### src/rtl/nrad_seq_ctrl_pkg.sv
// Shared constants and state encoding for the sequential non-restoring divider.
//   DW : dividend / quotient width
//   VW : divisor / remainder width
//   PW : partial-remainder width (one sign bit above VW)
//   CW : iteration counter width
package nrad_seq_ctrl_pkg;

  localparam int unsigned DW = 8;
  localparam int unsigned VW = 4;
  localparam int unsigned PW = VW + 1;
  localparam int unsigned CW = (DW > 1) ? $clog2(DW) : 1;

  typedef enum logic [1:0] {
    ST_IDLE = 2'd0,
    ST_ITER = 2'd1,
    ST_CORR = 2'd2,
    ST_DONE = 2'd3
  } state_t;

endpackage

### src/rtl/nrad_seq_ctrl_if.sv
// Operand / result handshake bundle for nrad_seq_ctrl.
//   start, X, Y          : request side (driven by the operand source)
//   busy, done, Q, R, dbz : result side (driven by the divider)
interface nrad_seq_ctrl_if;
  import nrad_seq_ctrl_pkg::*;

  logic          start;
  logic [DW-1:0] X;
  logic [VW-1:0] Y;
  logic          busy;
  logic          done;
  logic [DW-1:0] Q;
  logic [VW-1:0] R;
  logic          dbz;

  modport master (output start, X, Y, input busy, done, Q, R, dbz);
  modport slave  (input start, X, Y, output busy, done, Q, R, dbz);
endinterface

### src/rtl/nrad_seq_ctrl_cas_row.sv
// Single controlled add/subtract row, PW bits wide, modulo 2^PW.
//   a, b  : operands
//   sub   : 1 -> a - b, 0 -> a + b
//   res_c : combinational result
module nrad_seq_ctrl_cas_row
  import nrad_seq_ctrl_pkg::*;
(
  input  logic [PW-1:0] a,
  input  logic [PW-1:0] b,
  input  logic          sub,
  output logic [PW-1:0] res_c
);

  assign res_c = sub ? (a - b) : (a + b);

endmodule

### src/rtl/nrad_seq_ctrl.sv
// Sequential non-restoring divider: one CAS row reused per quotient bit,
// followed by a fixed remainder-correction cycle.
//   clk   : clock, rising edge
//   reset : asynchronous, active-high
//   bus   : slave side of nrad_seq_ctrl_if (start/X/Y in, busy/done/Q/R/dbz out)
module nrad_seq_ctrl
  import nrad_seq_ctrl_pkg::*;
(
  input  logic           clk,
  input  logic           reset,
  nrad_seq_ctrl_if.slave bus
);

  state_t        state;
  logic [DW-1:0] a_q;
  logic [VW-1:0] d_q;
  logic [PW-1:0] p_q;
  logic [CW-1:0] cnt;
  logic          busy_q;
  logic          done_q;
  logic [DW-1:0] q_q;
  logic [VW-1:0] r_q;
  logic          dbz_q;

  logic [PW-1:0] p_sh;
  logic [PW-1:0] cas_a;
  logic          cas_sub;
  logic [PW-1:0] cas_res;
  logic [PW-1:0] p_fix;

  // {P,A} shifted left by one: the P half for this iteration
  assign p_sh = {p_q[VW-1:0], a_q[DW-1]};

  // Row is shared: ITER adds/subtracts on the shifted P, CORR only adds D back
  always_comb begin
    cas_a   = p_q;
    cas_sub = 1'b0;
    if (state == ST_ITER) begin
      cas_a   = p_sh;
      cas_sub = ~p_q[VW];
    end
  end

  nrad_seq_ctrl_cas_row u_cas_row (
    .a     (cas_a),
    .b     ({1'b0, d_q}),
    .sub   (cas_sub),
    .res_c (cas_res)
  );

  // Correction only applies when the final partial remainder is negative
  assign p_fix = p_q[VW] ? cas_res : p_q;

  // Controller: state, datapath registers and registered outputs
  always_ff @(posedge clk or posedge reset) begin
    if (reset) begin
      state  <= ST_IDLE;
      a_q    <= '0;
      d_q    <= '0;
      p_q    <= '0;
      cnt    <= '0;
      busy_q <= 1'b0;
      done_q <= 1'b0;
      q_q    <= '0;
      r_q    <= '0;
      dbz_q  <= 1'b0;
    end else begin
      done_q <= 1'b0;
      case (state)
        ST_IDLE, ST_DONE: begin
          state <= ST_IDLE;
          if (bus.start) begin
            a_q <= bus.X;
            d_q <= bus.Y;
            p_q <= '0;
            cnt <= '0;
            if (bus.Y != '0) begin
              state  <= ST_ITER;
              busy_q <= 1'b1;
              dbz_q  <= 1'b0;
            end else begin
              state  <= ST_DONE;
              done_q <= 1'b1;
              q_q    <= '1;
              r_q    <= '0;
              dbz_q  <= 1'b1;
            end
          end
        end
        ST_ITER: begin
          p_q <= cas_res;
          a_q <= {a_q[DW-2:0], ~cas_res[VW]};
          cnt <= cnt + CW'(1);
          if (cnt == CW'(DW - 1)) begin
            state <= ST_CORR;
          end
        end
        ST_CORR: begin
          p_q    <= p_fix;
          q_q    <= a_q;
          r_q    <= p_fix[VW-1:0];
          state  <= ST_DONE;
          busy_q <= 1'b0;
          done_q <= 1'b1;
        end
        default: state <= ST_IDLE;
      endcase
    end
  end

  assign bus.busy = busy_q;
  assign bus.done = done_q;
  assign bus.Q    = q_q;
  assign bus.R    = r_q;
  assign bus.dbz  = dbz_q;

endmodule

### src/flat_wrapper.sv
// flat-port wrapper written by rule: the top's interface ports become plain ports
module nrad_seq_ctrl_flat import nrad_seq_ctrl_pkg::*;
  (clk, reset, bus_start, bus_X, bus_Y, bus_busy, bus_done, bus_Q, bus_R, bus_dbz);
  nrad_seq_ctrl_if bus_i ();
  input  logic clk;
  input  logic reset;
  input wire logic [$bits(bus_i.start)-1:0] bus_start;
  input wire logic [$bits(bus_i.X)-1:0] bus_X;
  input wire logic [$bits(bus_i.Y)-1:0] bus_Y;
  output wire logic [$bits(bus_i.busy)-1:0] bus_busy;
  output wire logic [$bits(bus_i.done)-1:0] bus_done;
  output wire logic [$bits(bus_i.Q)-1:0] bus_Q;
  output wire logic [$bits(bus_i.R)-1:0] bus_R;
  output wire logic [$bits(bus_i.dbz)-1:0] bus_dbz;
  assign bus_i.start = bus_start;
  assign bus_i.X = bus_X;
  assign bus_i.Y = bus_Y;
  assign bus_busy = bus_i.busy;
  assign bus_done = bus_i.done;
  assign bus_Q = bus_i.Q;
  assign bus_R = bus_i.R;
  assign bus_dbz = bus_i.dbz;
  nrad_seq_ctrl u_core (.clk(clk), .reset(reset), .bus(bus_i));
endmodule
### config.mk
export PLATFORM = sky130hd
export DESIGN_NAME = nrad_seq_ctrl_flat
export DESIGN_NICKNAME = d
export VERILOG_FILES = /design/src/rtl/nrad_seq_ctrl_pkg.sv /design/src/rtl/nrad_seq_ctrl_if.sv /design/src/rtl/nrad_seq_ctrl_cas_row.sv /design/src/rtl/nrad_seq_ctrl.sv /design/src/flat_wrapper.sv
export SDC_FILE = /design/constraint.sdc
export NUM_CORES = 1
export LEC_CHECK = 0
export CORE_UTILIZATION = 60
export CTS_CLUSTER_SIZE = 20
export DETAILED_ROUTE_END_ITERATION = 7
export DONT_BUFFER_PORTS = 1
export GPL_ROUTABILITY_DRIVEN = 0
export PLACE_DENSITY = 0.76
export REMOVE_ABC_BUFFERS = 1
export SYNTH_ARGS = -nofsm -noshare
export SYNTH_HDL_FRONTEND = slang
export SYNTH_SLANG_ARGS = --single-unit
export TNS_END_PERCENT = 100
### constraint.sdc
create_clock -name clk -period 4.2 [get_ports clk]
set_clock_uncertainty 0.15 [all_clocks]
set_input_delay 0.63 -clock clk [delete_from_list [all_inputs] [get_ports clk]]
set_output_delay 0.63 -clock clk [all_outputs]
set_load 0.1 [all_outputs]
==> summary.txt <==
FF+latch count, synth - 37
Num Clock Sinks - 37
row cnt - 21
Buf/Inv on CP - 2
Crit path top cell by count - ha_1
Worst Max-Slew Pin Slew - 906.5 ps
Yosys warnings - 0
Critical Path AT - 3550 ps
IO Count - 30
Total GRT Usage - 0.2427
share of cells above drive strength 1 - 0.1435
hold crit path type - in -> async
mapped cell area - 0.002102 mm^2
wire length per cell - 16.53 um
Crit Path Category - reg -> reg
most common cell in the netlist - dfrtp_1
Final Cycle Share - 0.8136
hold bufs inserted after CTS - 0
DRT Pass-1 Iters - 5
vias in the first global route - 1381
DRT iter0 DRCs - 131
post-CTS resize count - 0
Critical Path Start Type - flop
Worst-Skew Late Latency - 350 ps
Primary FF master, synth - dfrtp_1
die height - 61.19 um
post-CTS setup buffers - 0
# diodes - 0
Congestion Overflow GR - 0
Die W - 61.19 um
ranking of synthesized cells by area - dfrtp_1 44%, ha_1 6.0%, mux2i_1 5.7%
Num CTS Buffers - 5
final worst path period need - 3417 ps
synth-to-layout area growth - 6.072%
MaxCap Viol Count - 0
DRC Markers - 0
global-route wire length before repair - 6423 um
core area - 0.003337 mm^2
Slew Limit Fails - 0
most frequent cells after synthesis - 37 x dfrtp_1, 21 x nand2_1, 16 x inv_1
Post-Syn Instances - 209
post-layout util - 0.6682
Routed WL - 4215 um
largest net degree at the start of global routing - 26
Die ar. - 0.003744 mm^2
post-synthesis sequential area ratio - 0.4405
Worst path top cell family by delay - adder cells
Routed Antenna Nets - 0
Post-synth ARST share - 1.000
kind of end point of the critical path - flop
number of vias per cell - 6.161
CTS tree - built
Max-slew headroom - 0.3957
vias - 1571
Avg Cell Area, Syn - 10.06 um^2
CTS max path bufs - 2
Starting Density - 0.6299
endpoints failing hold - 0
top cell type by total area after synthesis - dfrtp_1
Yosys cell types - 49
Root Buffer - clkbuf_4
initial antenna violation count - 0
setup TNS - 0 ps
RSZ-0062 raised after global routing - false
Port Buffer Count - 0
top cell type's share of synthesized area - 0.4405
Worst-path clk slew - 130 ps
Max Fclk - 292.6 MHz
final setup vio count - 0
NumNets Final - 234
Worst EP required - 4330 ps
run status - completed
Post-synth EDFFs - 0
CP cell instances - inv_1 > ha_1 > buf_4 > mux2_2 > ha_1 > a21o_1 > a21oi_1 > or4b_1 > nand3_1
H-Tree Depth - 2
slowest CP cell - ha_1
Inst Count DP - 247
Max stage delay on crit path - 600 ps
critical-path maximum fanout - 13
dpl hpwl - 3099 um
fin cells - 255
-- layout by cell type (no fill, tap or decap), types with 3 or more instances in the layout --
cell type  netlist  final
xnor2_1          4      4
nor2_1          14     14
nand2_1         21     21
clkbuf_4         0      5
ha_1            10     10
inv_1           16     16
nand2b_1         4      4
dfrtp_1         37     37
a21o_1           3      3
a21oi_1          7      7
mux2_2           8      8
o21ai_0         13     13
a31oi_1         10     10
mux2i_1         12     12
-- stage by stage --
step	instance area [um^2]	worst slack [ps]	hold slack (ps)
after detailed placement	2123	887.4	349.7
final	2230	782.8	30.15
after global routing	2230	637.1	57.16
after floorplan	2051	1019	321.1
after global placement	2123	988.4	335.9
after CTS	2230	843.7	46.50
-- cell families after synthesis --
group	count (synthesis)	synth area share
flip-flops	37	0.4405
AO/OA/AOI/OAI	50	0.1601
buffers and inverters	28	0.05655
AND/OR/NAND/NOR	57	0.1488
XOR/XNOR	6	0.02500
multiplexers	20	0.1000
adder cells (fa/ha/maj)	11	0.06905
-- state kept, by name, indices dropped and copies added (netlist names) --
register and flops:
u_core.p_q 5, u_core.a_q 8, u_core.bus.R 4, u_core.bus.busy 1
u_core.cnt 3, u_core.bus.Q 8, u_core.state 2, u_core.bus.dbz 1
u_core.d_q 4, u_core.bus.done 1
-- routing by layer --
layer  wire length [um]  part of all wire  track usage
met5                  0                 0            0
met4                 80             0.019       0.1006
met3                305             0.072      0.06303
met2               2070              0.49       0.3929
met1               1758              0.42       0.3088
-- final timing paths --
kind | start | end | slack [ps] | cells after the start
worst max-delay path | u_core.state[1] | u_core.a_q[0] | 780 | 9
worst min register to register | u_core.a_q[4] | u_core.a_q[4] | 380 | 2
worst min-delay path | reset | u_core.state[1] | 30 | 1
min in group clk | bus_Y[3] | u_core.d_q[3] | 280 | 1
worst max register to register | u_core.state[1] | u_core.a_q[0] | 780 | 9
max in group asynchronous | reset | u_core.d_q[0] | 3150 | 2
-- worst reg2reg max path: cells and delay by family, from the launching register on --
| kind | cells | cell delay (ps) |
|---|---|---|
| flip-flops | 1 | 430 |
| AO/OA/AOI/OAI | 2 | 480 |
| buffers and inverters | 2 | 410 |
| multiplexers | 1 | 360 |
| adder cells (fa/ha/maj) | 2 | 960 |
| AND/OR/NAND/NOR | 2 | 560 |
-- area by class of cell --
type	count	area (um^2)
fill	265	1107
multi-input combinational	144	1057
sequential	37	925.9
clock inverter	3	68.82
inverter	18	67.56
tap	46	57.56
clock buffer	5	37.54
timing repair buffer	2	15.01
Power is not shown: default switching activity piles up to over one toggle a cycle in this logic, so the estimate is an artifact.
